==> src/rtl/trace_checker_pkg.sv <==
// Shared definitions for the retire-trace checker: record layout, type codes, FSM states.
package trace_checker_pkg;

   localparam int unsigned TYPE_W = 3;
   localparam int unsigned PC_W   = 16;
   localparam int unsigned REG_W  = 4;
   localparam int unsigned VAL_W  = 16;
   localparam int unsigned ADDR_W = 16;
   localparam int unsigned REC_W  = TYPE_W + PC_W + REG_W + VAL_W + ADDR_W;

   // Bit offsets of each field inside a flattened record
   localparam int unsigned ADDR_LSB = 0;
   localparam int unsigned VAL_LSB  = ADDR_LSB + ADDR_W;
   localparam int unsigned REG_LSB  = VAL_LSB + VAL_W;
   localparam int unsigned PC_LSB   = REG_LSB + REG_W;
   localparam int unsigned TYPE_LSB = PC_LSB + PC_W;

   typedef enum logic [TYPE_W-1:0] {
      TR_REG = 3'd0,
      TR_LD  = 3'd1,
      TR_ST  = 3'd2,
      TR_NOP = 3'd3,
      TR_HLT = 3'd4
   } tr_type_e;

   typedef struct packed {
      tr_type_e          typ;
      logic [PC_W-1:0]   pc;
      logic [REG_W-1:0]  rg;
      logic [VAL_W-1:0]  value;
      logic [ADDR_W-1:0] addr;
   } trace_rec_t;

   typedef enum logic [1:0] {
      ST_RUN  = 2'd0,
      ST_DONE = 2'd1,
      ST_FAIL = 2'd2
   } state_e;

endpackage

==> src/rtl/trace_checker_fifo.sv <==
// Synchronous record FIFO with simultaneous push/pop.
// Ports: clk, rst (async active-high), push/wr_data, pop, rd_data_c (head), full_c, empty_c.
// Caller must not push while full without popping, nor pop while empty.
module trace_checker_fifo
   import trace_checker_pkg::*;
#(
   parameter int unsigned DEPTH = 8
) (
   input  logic       clk,
   input  logic       rst,
   input  logic       push,
   input  trace_rec_t wr_data,
   input  logic       pop,
   output trace_rec_t rd_data_c,
   output logic       full_c,
   output logic       empty_c
);
   localparam int unsigned AW = $clog2(DEPTH);

   logic [AW:0] wptr;
   logic [AW:0] rptr;
   trace_rec_t  mem [DEPTH];

   // Pointers carry one extra wrap bit to tell full from empty
   always_ff @(posedge clk or posedge rst) begin
      if (rst) begin
         wptr <= '0;
         rptr <= '0;
      end else begin
         if (push) wptr <= wptr + (AW+1)'(1);
         if (pop)  rptr <= rptr + (AW+1)'(1);
      end
   end

   // Storage needs no reset; pointer reset empties the FIFO
   always_ff @(posedge clk) begin
      if (push) mem[wptr[AW-1:0]] <= wr_data;
   end

   assign rd_data_c = mem[rptr[AW-1:0]];
   assign empty_c   = (wptr == rptr);
   assign full_c    = (wptr[AW] != rptr[AW]) && (wptr[AW-1:0] == rptr[AW-1:0]);

endmodule

==> config.mk <==
export PLATFORM = sky130hd
export DESIGN_NAME = trace_checker_fifo
export DESIGN_NICKNAME = d
export VERILOG_FILES = /design/src/rtl/trace_checker_pkg.sv /design/src/rtl/trace_checker_fifo.sv
export SDC_FILE = /design/constraint.sdc
export NUM_CORES = 1
export LEC_CHECK = 0
export CAP_MARGIN = 20
export CORE_MARGIN = 2
export CORE_UTILIZATION = 39
export CTS_CLUSTER_SIZE = 30
export DETAILED_ROUTE_END_ITERATION = 8
export SYNTH_ARGS = -nofsm -noshare
export SYNTH_HDL_FRONTEND = slang
export SYNTH_SLANG_ARGS = --single-unit
==> constraint.sdc <==
create_clock -name clk -period 5.55 [get_ports clk]
set_input_delay 1.11 -clock clk [delete_from_list [all_inputs] [get_ports clk]]
set_output_delay 1.11 -clock clk [all_outputs]
set_load 0.02 [all_outputs]
==> results.json, run 1 <==
{
  "setup_viol": 0,
  "dp_hpwl_mm": 17.2,
  "clock_sinks": 448,
  "fin_crit_sh": 0.794,
  "grt_max_degree": 57,
  "vdd_drop_max_v": 0.000322,
  "routedWlPerCell_um": 23.1,
  "die_w_um": 212,
  "post_cts_buffers": 0,
  "first_pass_iters": 4,
  "cts_buffers": 47,
  "cp_top_family": "buffers and inverters",
  "syn_avg_cell_area_sq_um": 24.9,
  "yosys_warnings": 0,
  "synth_cells": 681,
  "first_global_vias": 7978,
  "drv_slew": 0,
  "syn_area_sq_mm": 0.0169,
  "max_clock_freq_mhz": 227,
  "critPathMaxFanout": 42,
  "worstMarginPinSlew_ns": 0.989,
  "place.gp.congestion": 0.671,
  "crit_path_max_incr_delay_ns": 0.88,
  "yosys.area.top_type": "edfxtp_1",
  "rows": 76,
  "antennaDiodeCount": 0,
  "critPathLaunchType": "flip-flop",
  "path_clk_slew_ns": 0.06,
  "fillers": 3562,
  "area_growth_pct": 20.2,
  "nNetsFinal": 888,
  "drv_cap": 0,
  "setup_tns_ns": 0,
  "yosysTopAreaCellShare": 0.780,
  "ant_nets": 0,
  "final_common_cell": "edfxtp_1",
  "ctsHtreeMaxLevel": 2,
  "layout_common_cells": "edfxtp_1, clkdlybuf4s50_1, mux4_2, mux2_2, clkbuf_16",
  "slowest_stage": "dfrtp_4",
  "antenna_found_initial": 3,
  "globalRouteTotalUtil": 0.151,
  "wl_mm": 33.5,
  "die_h_um": 212,
  "path_cells": "buf_12, mux4_2, mux2_2, clkdlybuf4s50_1",
  "worst-path-buf-inv": 2,
  "cts_hold_buf": 0,
  "tritoncts": "built",
  "power_density_mw_per_mm2": 548,
  "hold_viol_final": 0,
  "ios": 116,
  "cp.arrival_ns": 3.30,
  "cts_buffer_depth": 3,
  "run_status": "finished, final reports clean",
  "syn_nets": 742,
  "synth-seq-cells": 448,
  "rsz0062_at_grt": "no",
  "grt_overflow": 0,
  "initial_utilization": 0.394,
  "synth_area_leaders": "edfxtp_1, mux4_2, mux2_2",
  "via_count": 7292,
  "grt_pass1_wl_mm": 50.0,
  "whs_ns": 0.499,
  "layout_min_cycle_time_ns": 4.41,
  "fp.dieArea_sq_mm": 0.0451,
  "cellLeakagePower_nw": 6.38,
  "end_kind": "primary output",
  "core_sq_mm": 0.0430,
  "post_synth_num_cell_types": 19,
  "critPathKind": "flip-flop to primary output",
  "post-route-drc-count": 0,
  "clockRootBuffer": "clkbuf_16",
  "ys_seq_area_frac": 0.792,
  "drtIter0Drc": 456,
  "clock_latency_ns": 0.56,
  "hp-class": "flip-flop to flip-flop",
  "viasPerCell": 5.03,
  "portBuffers": 115,
  "post_cts_resized": 0,
  "skew_ns": 0.0127,
  "crit_required_ns": 4.44,
  "regToRegSetupSlack_ns": 3.31,
  "drive_gt1_frac": 0.296,
  "maxSlewHeadroom": 0.339
}
==> metal layers <==
| metal | global-route usage | vias up | wire length (um) |
|---|---|---|---|
| li1 | - | 3200 | - |
| met1 | 0.198 | 3887 | 14400 |
| met2 | 0.255 | 148 | 16800 |
| met3 | 0.0352 | 51 | 1640 |
| met4 | 0.0405 | 6 | 609 |
| met5 | 0 | - | 36 |
==> worst reg2reg max path, cell delays in order (launching register included) <==
cell,delay [ns]
dfrtp_1,0.49
nand2b_1,0.28
nor2_4,0.78
buf_12,0.36
==> cell families (layout without fill, tap and decap cells) <==
group	after synthesis	count (layout)	synth area share
muxes	167	167	0.184
buffers and inverters	36	220	0.0124
adders and majority gates	2	2	0.00148
and+or+nand+nor	18	18	0.00532
xor gates and xnor gates	10	10	0.00517
DFF	448	448	0.792
==> synth_stat cells <==
cell	number
edfxtp_1	440
nor3_1	2
mux2_2	57
mux4_2	110
nand2_1	4
ha_1	2
clkbuf_1	10
nor4_1	1
nand4_1	2
xor2_1	5
buf_2	12
inv_1	2
nand2b_1	3
nor4b_1	1
buf_6	8
buf_1	4
dfrtp_1	8
nor2_1	5
xnor2_1	5
==> where the power goes <==
part | internal (mW) | leakage (nW) | switching, mW
sequential | 4.25 | 4.09 | 0.330
combinational | 1.86 | 1.57 | 1.71
clock | 1.77 | 0.725 | 1.24
total | 7.88 | 6.38 | 3.28
==> state kept, by name, summed over array words and instances, names as in the netlist <==
name  flops
wptr      4
mem     440
rptr      4
==> cell type report <==
class | count | area [sq um] | area share
tap | 585 | 732 | 0.0359
timing repair buffer | 131 | 1360 | 0.0667
clock inverter | 26 | 230 | 0.0113
clock buffer | 61 | 1250 | 0.0614
multi-input combinational | 197 | 3370 | 0.165
inverter | 2 | 8.76 | 0.000430
sequential | 448 | 13400 | 0.659
==> path summary, 6_finish.rpt <==
path                              start       endpoint  cells after the start
worst max-delay path            rptr[0]  rd_data_c[10]                      4
worst min-delay path            wptr[3]        wptr[3]                      1
worst max register to register  wptr[1]      mem[5][7]                      3
worst min register to register  wptr[3]        wptr[3]                      1
max in group asynchronous           rst        rptr[0]                      2
min in group asynchronous           rst        rptr[2]                      2
==> per-stage QoR <==
| step | power (mW) | cells | utilization | instance area [sq um] | setup WS (ns) |
|---|---|---|---|---|---|
| floorplan | 6.91 | 681 | - | 16900 | 0.0619 |
| global placement | 8.30 | 1363 | 0.440 | 18900 | 1.65 |
| detailed placement | 8.33 | 1363 | 0.440 | 18900 | 1.65 |
| CTS | 11.4 | 1450 | 0.474 | 20400 | 1.03 |
| global route | 11.7 | 1450 | 0.474 | 20400 | 0.941 |
| finish | 11.2 | 1450 | 0.474 | 20400 | 1.14 |
No activity file was read; power rests on OpenSTA's default activity.
==> run 2, diff against run 1 <==
clock period = 4.49 ns   (was 5.55 ns; I/O delays follow)
==> run 2 against run 1 <==
  * Utilization shrank 0.12 points
  * Clock skew is 0.0029 ns lower
  * Wire length up 0.57%
  * Power up 22%
  * Register-to-register slack got worse by 0.99 ns
  * Die area did not move
  * Clock power increased by 15%
  * Global-route usage increased by 0.10 points
  * Critical endpoint is now rd_data_c[42]
  * Largest cell class unchanged
==> results.json, run 2 (synthesis results as in run 1) <==
{
  "run_status": "finished, final reports clean",
  "layout_common_cells": "edfxtp_1, clkdlybuf4s50_1, mux4_2, mux2_2, clkbuf_16",
  "ant_nets": 0,
  "drv_slew": 0,
  "nNetsFinal": 890,
  "drtIter0Drc": 431,
  "post_cts_buffers": 0,
  "cts_buffers": 46,
  "end_kind": "primary output",
  "critPathLaunchType": "flip-flop",
  "multiInputGateArea_sq_mm": 0.00338,
  "vdd_drop_max_v": 0.000413,
  "via_count": 7416,
  "drive_gt1_frac": 0.298,
  "routedWlPerCell_um": 23.2,
  "max_clock_freq_mhz": 252,
  "wl_mm": 33.7,
  "setup_tns_ns": 0,
  "dp_slack_ns": 1.05,
  "fp.dieArea_sq_mm": 0.0451,
  "cts_buffer_depth": 3,
  "core_sq_mm": 0.0430,
  "grt_max_degree": 56,
  "maxSlewHeadroom": 0.456,
  "rows": 76,
  "worstMarginPinSlew_ns": 0.816,
  "grt_pass1_wl_mm": 49.9,
  "die_w_um": 212,
  "antenna_found_initial": 3,
  "hp-class": "flip-flop to flip-flop",
  "fin_ws_ns": 0.524,
  "power_density_mw_per_mm2": 670,
  "cp.arrival_ns": 3.07,
  "grt_overflow": 0,
  "tritoncts": "built",
  "regArea_sq_mm": 0.0134,
  "fin_cells": 1449,
  "dp_hpwl_mm": 17.5,
  "clock_latency_ns": 0.56,
  "fillers": 3600,
  "path_clk_slew_ns": 0.06,
  "final_common_cell": "edfxtp_1",
  "crit_required_ns": 3.59,
  "place.gp.congestion": 0.657,
  "portBuffers": 115,
  "first_pass_iters": 4,
  "cellLeakagePower_nw": 6.36,
  "critPathKind": "flip-flop to primary output",
  "rsz0062_at_grt": "no",
  "fin_crit_sh": 0.883,
  "cts_hold_buf": 0,
  "ios": 116,
  "hold_viol_final": 0,
  "die_h_um": 212,
  "skew_ns": 0.00983,
  "layout_min_cycle_time_ns": 3.97,
  "initial_utilization": 0.394,
  "globalRouteTotalUtil": 0.152,
  "clockRootBuffer": "clkbuf_16",
  "placedCellCount": 1366,
  "viasPerCell": 5.12,
  "clock_sinks": 448,
  "area_growth_pct": 19.9,
  "largest_reg_flops": 440,
  "post-route-drc-count": 0,
  "first_global_vias": 7969,
  "drv_cap": 0,
  "ctsHtreeMaxLevel": 2,
  "critPathMaxFanout": 43,
  "post_cts_resized": 0,
  "setup_viol": 0
}
==> run 2: changes by cell type in the layout (fill, tap and decap cells not counted), sizes merged <==
cell / before / now
clkinv: 22 / 24
diode: 0 / 1
buf: 16 / 19
clkbuf: 61 / 56
inv: 2 / 3
bufinv: 4 / 1
==> run 2: metrics by stage <==
stage	area, sq um	power (mW)	hold slack [ns]	util
CTS	20300	13.9	0.495	0.473
floorplan	17000	8.53	0.466	-
finish	20300	13.6	0.493	0.473
detailed placement	19000	10.4	0.483	0.441
global placement	19000	10.3	0.483	0.441
global route	20300	14.3	0.506	0.473
==> run 2: final timing paths <==
kind	startpoint	cells after the start	slack (ns)	end
worst max-delay path	rptr[0]	4	0.52	rd_data_c[42]
worst min-delay path	rptr[3]	1	0.49	rptr[3]
worst max register to register	wptr[0]	3	2.32	mem[6][10]
worst min register to register	rptr[3]	1	0.49	rptr[3]
max in group asynchronous	rst	2	3.62	rptr[2]
min in group asynchronous	rst	2	0.60	wptr[0]
==> run 2: layout make-up <==
type	count	share of cell area
inverter	2	0.000369
timing repair buffer	134	0.0698
multi-input combinational	197	0.166
sequential	448	0.661
tap	585	0.0360
clock inverter	26	0.00720
antenna	1	0.000123
clock buffer	56	0.0595
==> run 2: report_power, final <==
part / internal (mW) / leakage (nW) / switching (mW) / total [mW]
Clock: 1.96 / 0.672 / 1.50 / 3.46
Sequential: 5.26 / 4.09 / 0.399 / 5.65
Combinational: 2.35 / 1.60 / 2.15 / 4.49
==> run 2: per-layer routing <==
metal / GRT usage / wire, um / vias to the layer above
li1: - / - / 3206
met1: 0.204 / 14800 / 3988
met2: 0.254 / 16600 / 171
met3: 0.0319 / 1680 / 47
met4: 0.0432 / 586 / 4
met5: 0 / 30 / -
==> run 2: worst max-delay path: stages (launching register included) <==
cell and delay (ns):
dfrtp_4 0.67, buf_12 0.37, mux4_2 0.57, mux2_2 0.29, clkdlybuf4s50_1 0.55
==> run 3, diff against run 2 <==
ABC_AREA = 1   (was not set)
CAP_MARGIN = 10   (was 20)
==> run 3 against run 2 <==
  * Count of clock-buffer cells in the layout up 3
  * Power up 12%
  * Combinational power up 31%
  * Sequential share of layout area fell by 7.6 points
  * Wire length grew 33%
  * Critical endpoint is now rd_data_c[50]
==> results.json, run 3 <==
{
  "ys_seq_area_frac": 0.683,
  "end_kind": "primary output",
  "critPathMaxFanout": 96,
  "rows": 82,
  "yosys.area.top_type": "edfxtp_1",
  "path_clk_slew_ns": 0.06,
  "drtIter0Drc": 850,
  "synth-seq-cells": 448,
  "largest_reg_flops": 440,
  "clock_latency_ns": 0.59,
  "grt_overflow": 0,
  "first_pass_iters": 5,
  "max_clock_freq_mhz": 241,
  "post-route-drc-count": 0,
  "synth_async_sr_flop_share": 0.0179,
  "via_count": 12700,
  "ant_nets": 0,
  "fin_util": 0.459,
  "syn_avg_cell_area_sq_um": 10.0,
  "syn_nets": 2017,
  "setup_viol": 0,
  "dp_slack_ns": 0.943,
  "cp.arrival_ns": 3.25,
  "critPathKind": "flip-flop to primary output",
  "core_sq_mm": 0.0500,
  "worst-path-buf-inv": 3,
  "die_h_um": 228,
  "cp_top_family": "buffers and inverters",
  "synthMostInstantiatedCell": "nand2_1",
  "skew_ns": 0.0330,
  "cts_buffers": 48,
  "post_cts_buffers": 0,
  "layout_common_cells": "nand2_1, inv_1, edfxtp_1, nand3_1, clkdlybuf4s50_1",
  "fp.dieArea_sq_mm": 0.0522,
  "routedWlPerCell_um": 16.2,
  "cpMostUsedCell": "nand2_1",
  "synth_cells": 1956,
  "vdd_drop_max_v": 0.000369,
  "die_w_um": 228,
  "antenna_found_initial": 2,
  "syn_area_sq_mm": 0.0196,
  "ys_top_cells_by_count": "nand2_1, inv_1, edfxtp_1",
  "layout_min_cycle_time_ns": 4.14,
  "viasPerCell": 4.60,
  "path_cells": "inv_6, buf_4, nand2_1, nand3_1, nand2_1, nand2_1, nand2_1, clkdlybuf4s50_1",
  "globalRouteTotalUtil": 0.173,
  "maxSlewHeadroom": 0.313,
  "fin_ws_ns": 0.345,
  "antennaDiodeCount": 0,
  "drv_cap": 0,
  "dp_hpwl_mm": 23.5,
  "power_density_mw_per_mm2": 662,
  "placedCellCount": 2684,
  "crit_required_ns": 3.59,
  "cts_buffer_depth": 3,
  "hp-class": "flip-flop to flip-flop",
  "setup_tns_ns": 0,
  "worstMarginPinSlew_ns": 1.03,
  "critPathLaunchType": "flip-flop",
  "synth_edf_count": 440,
  "fin_crit_sh": 0.923,
  "rsz0062_at_grt": "no",
  "drive_gt1_frac": 0.0520,
  "placed_area_sq_mm": 0.0214,
  "fillers": 4649,
  "crit_path_max_incr_delay_ns": 0.80,
  "initial_utilization": 0.393,
  "ctsHtreeMaxLevel": 2,
  "ys.flop_type": "edfxtp_1",
  "yosysTopAreaCellShare": 0.673,
  "fin_cells": 2768,
  "nNetsFinal": 2123,
  "cts_hold_buf": 0,
  "final_common_cell": "nand2_1",
  "grt_pass1_wl_mm": 69.8,
  "wl_mm": 44.7,
  "area_growth_pct": 16.8,
  "cellLeakagePower_nw": 10.3,
  "ios": 116,
  "grt_max_degree": 125,
  "hold_viol_final": 0,
  "first_global_vias": 12400,
  "yosys_warnings": 0,
  "synth_area_leaders": "edfxtp_1, nand2_1, inv_1",
  "portBuffers": 115,
  "clockRootBuffer": "clkbuf_16",
  "whs_ns": 0.494,
  "finalPower_mw": 15.2,
  "place.gp.congestion": 0.744,
  "post_synth_num_cell_types": 17,
  "final_area_sq_mm": 0.0229,
  "run_status": "finished, final reports clean",
  "tritoncts": "built",
  "slowest_stage": "buf_4",
  "post_cts_resized": 0,
  "drv_slew": 0,
  "clock_sinks": 448
}
-- run 3: worst paths after layout --
kind / from / end / slack (ns) / depth (start not counted)
worst max-delay path: rptr[0] / rd_data_c[50] / 0.35 / 8
worst min-delay path: wptr[3] / wptr[3] / 0.49 / 1
worst max register to register: wptr[0] / mem[6][46] / 2.40 / 4
worst min register to register: wptr[3] / wptr[3] / 0.49 / 1
max in group asynchronous: rst / rptr[1] / 3.51 / 2
min in group asynchronous: rst / wptr[3] / 0.66 / 2
-- run 3: kinds of logic (layout without fill, tap and decap cells) --
logic type,count (synthesis),in the layout,share of synthesized area
AOI/OAI and AO/OA,2,2,0.000510
DFF,448,448,0.683
adders and majority gates,2,2,0.00127
and+or+nand+nor,959,959,0.197
xor gates and xnor gates,10,10,0.00446
buffers and inverters,535,675,0.113
-- run 3: report_power, final --
part,total [mW],switching (mW),internal [mW]
combinational,5.86,3.86,2.00
sequential,5.55,0.294,5.25
clock,3.78,1.59,2.20
-- run 3: cell type report --
| cell class | instances | area (sq um) | area share |
|---|---|---|---|
| sequential | 448 | 13400 | 0.585 |
| multi-input combinational | 973 | 4060 | 0.177 |
| inverter | 449 | 1690 | 0.0738 |
| timing repair buffer | 142 | 1430 | 0.0623 |
| clock buffer | 59 | 1280 | 0.0560 |
| tap | 672 | 841 | 0.0366 |
| clock inverter | 25 | 216 | 0.00943 |
-- run 3: per-layer routing --
layer,global-route usage,up-vias,wire length (um)
met5,0,-,25
met4,0.0513,4,975
met3,0.0339,79,2580
met2,0.291,311,21100
met1,0.227,6061,20100
li1,-,6271,-
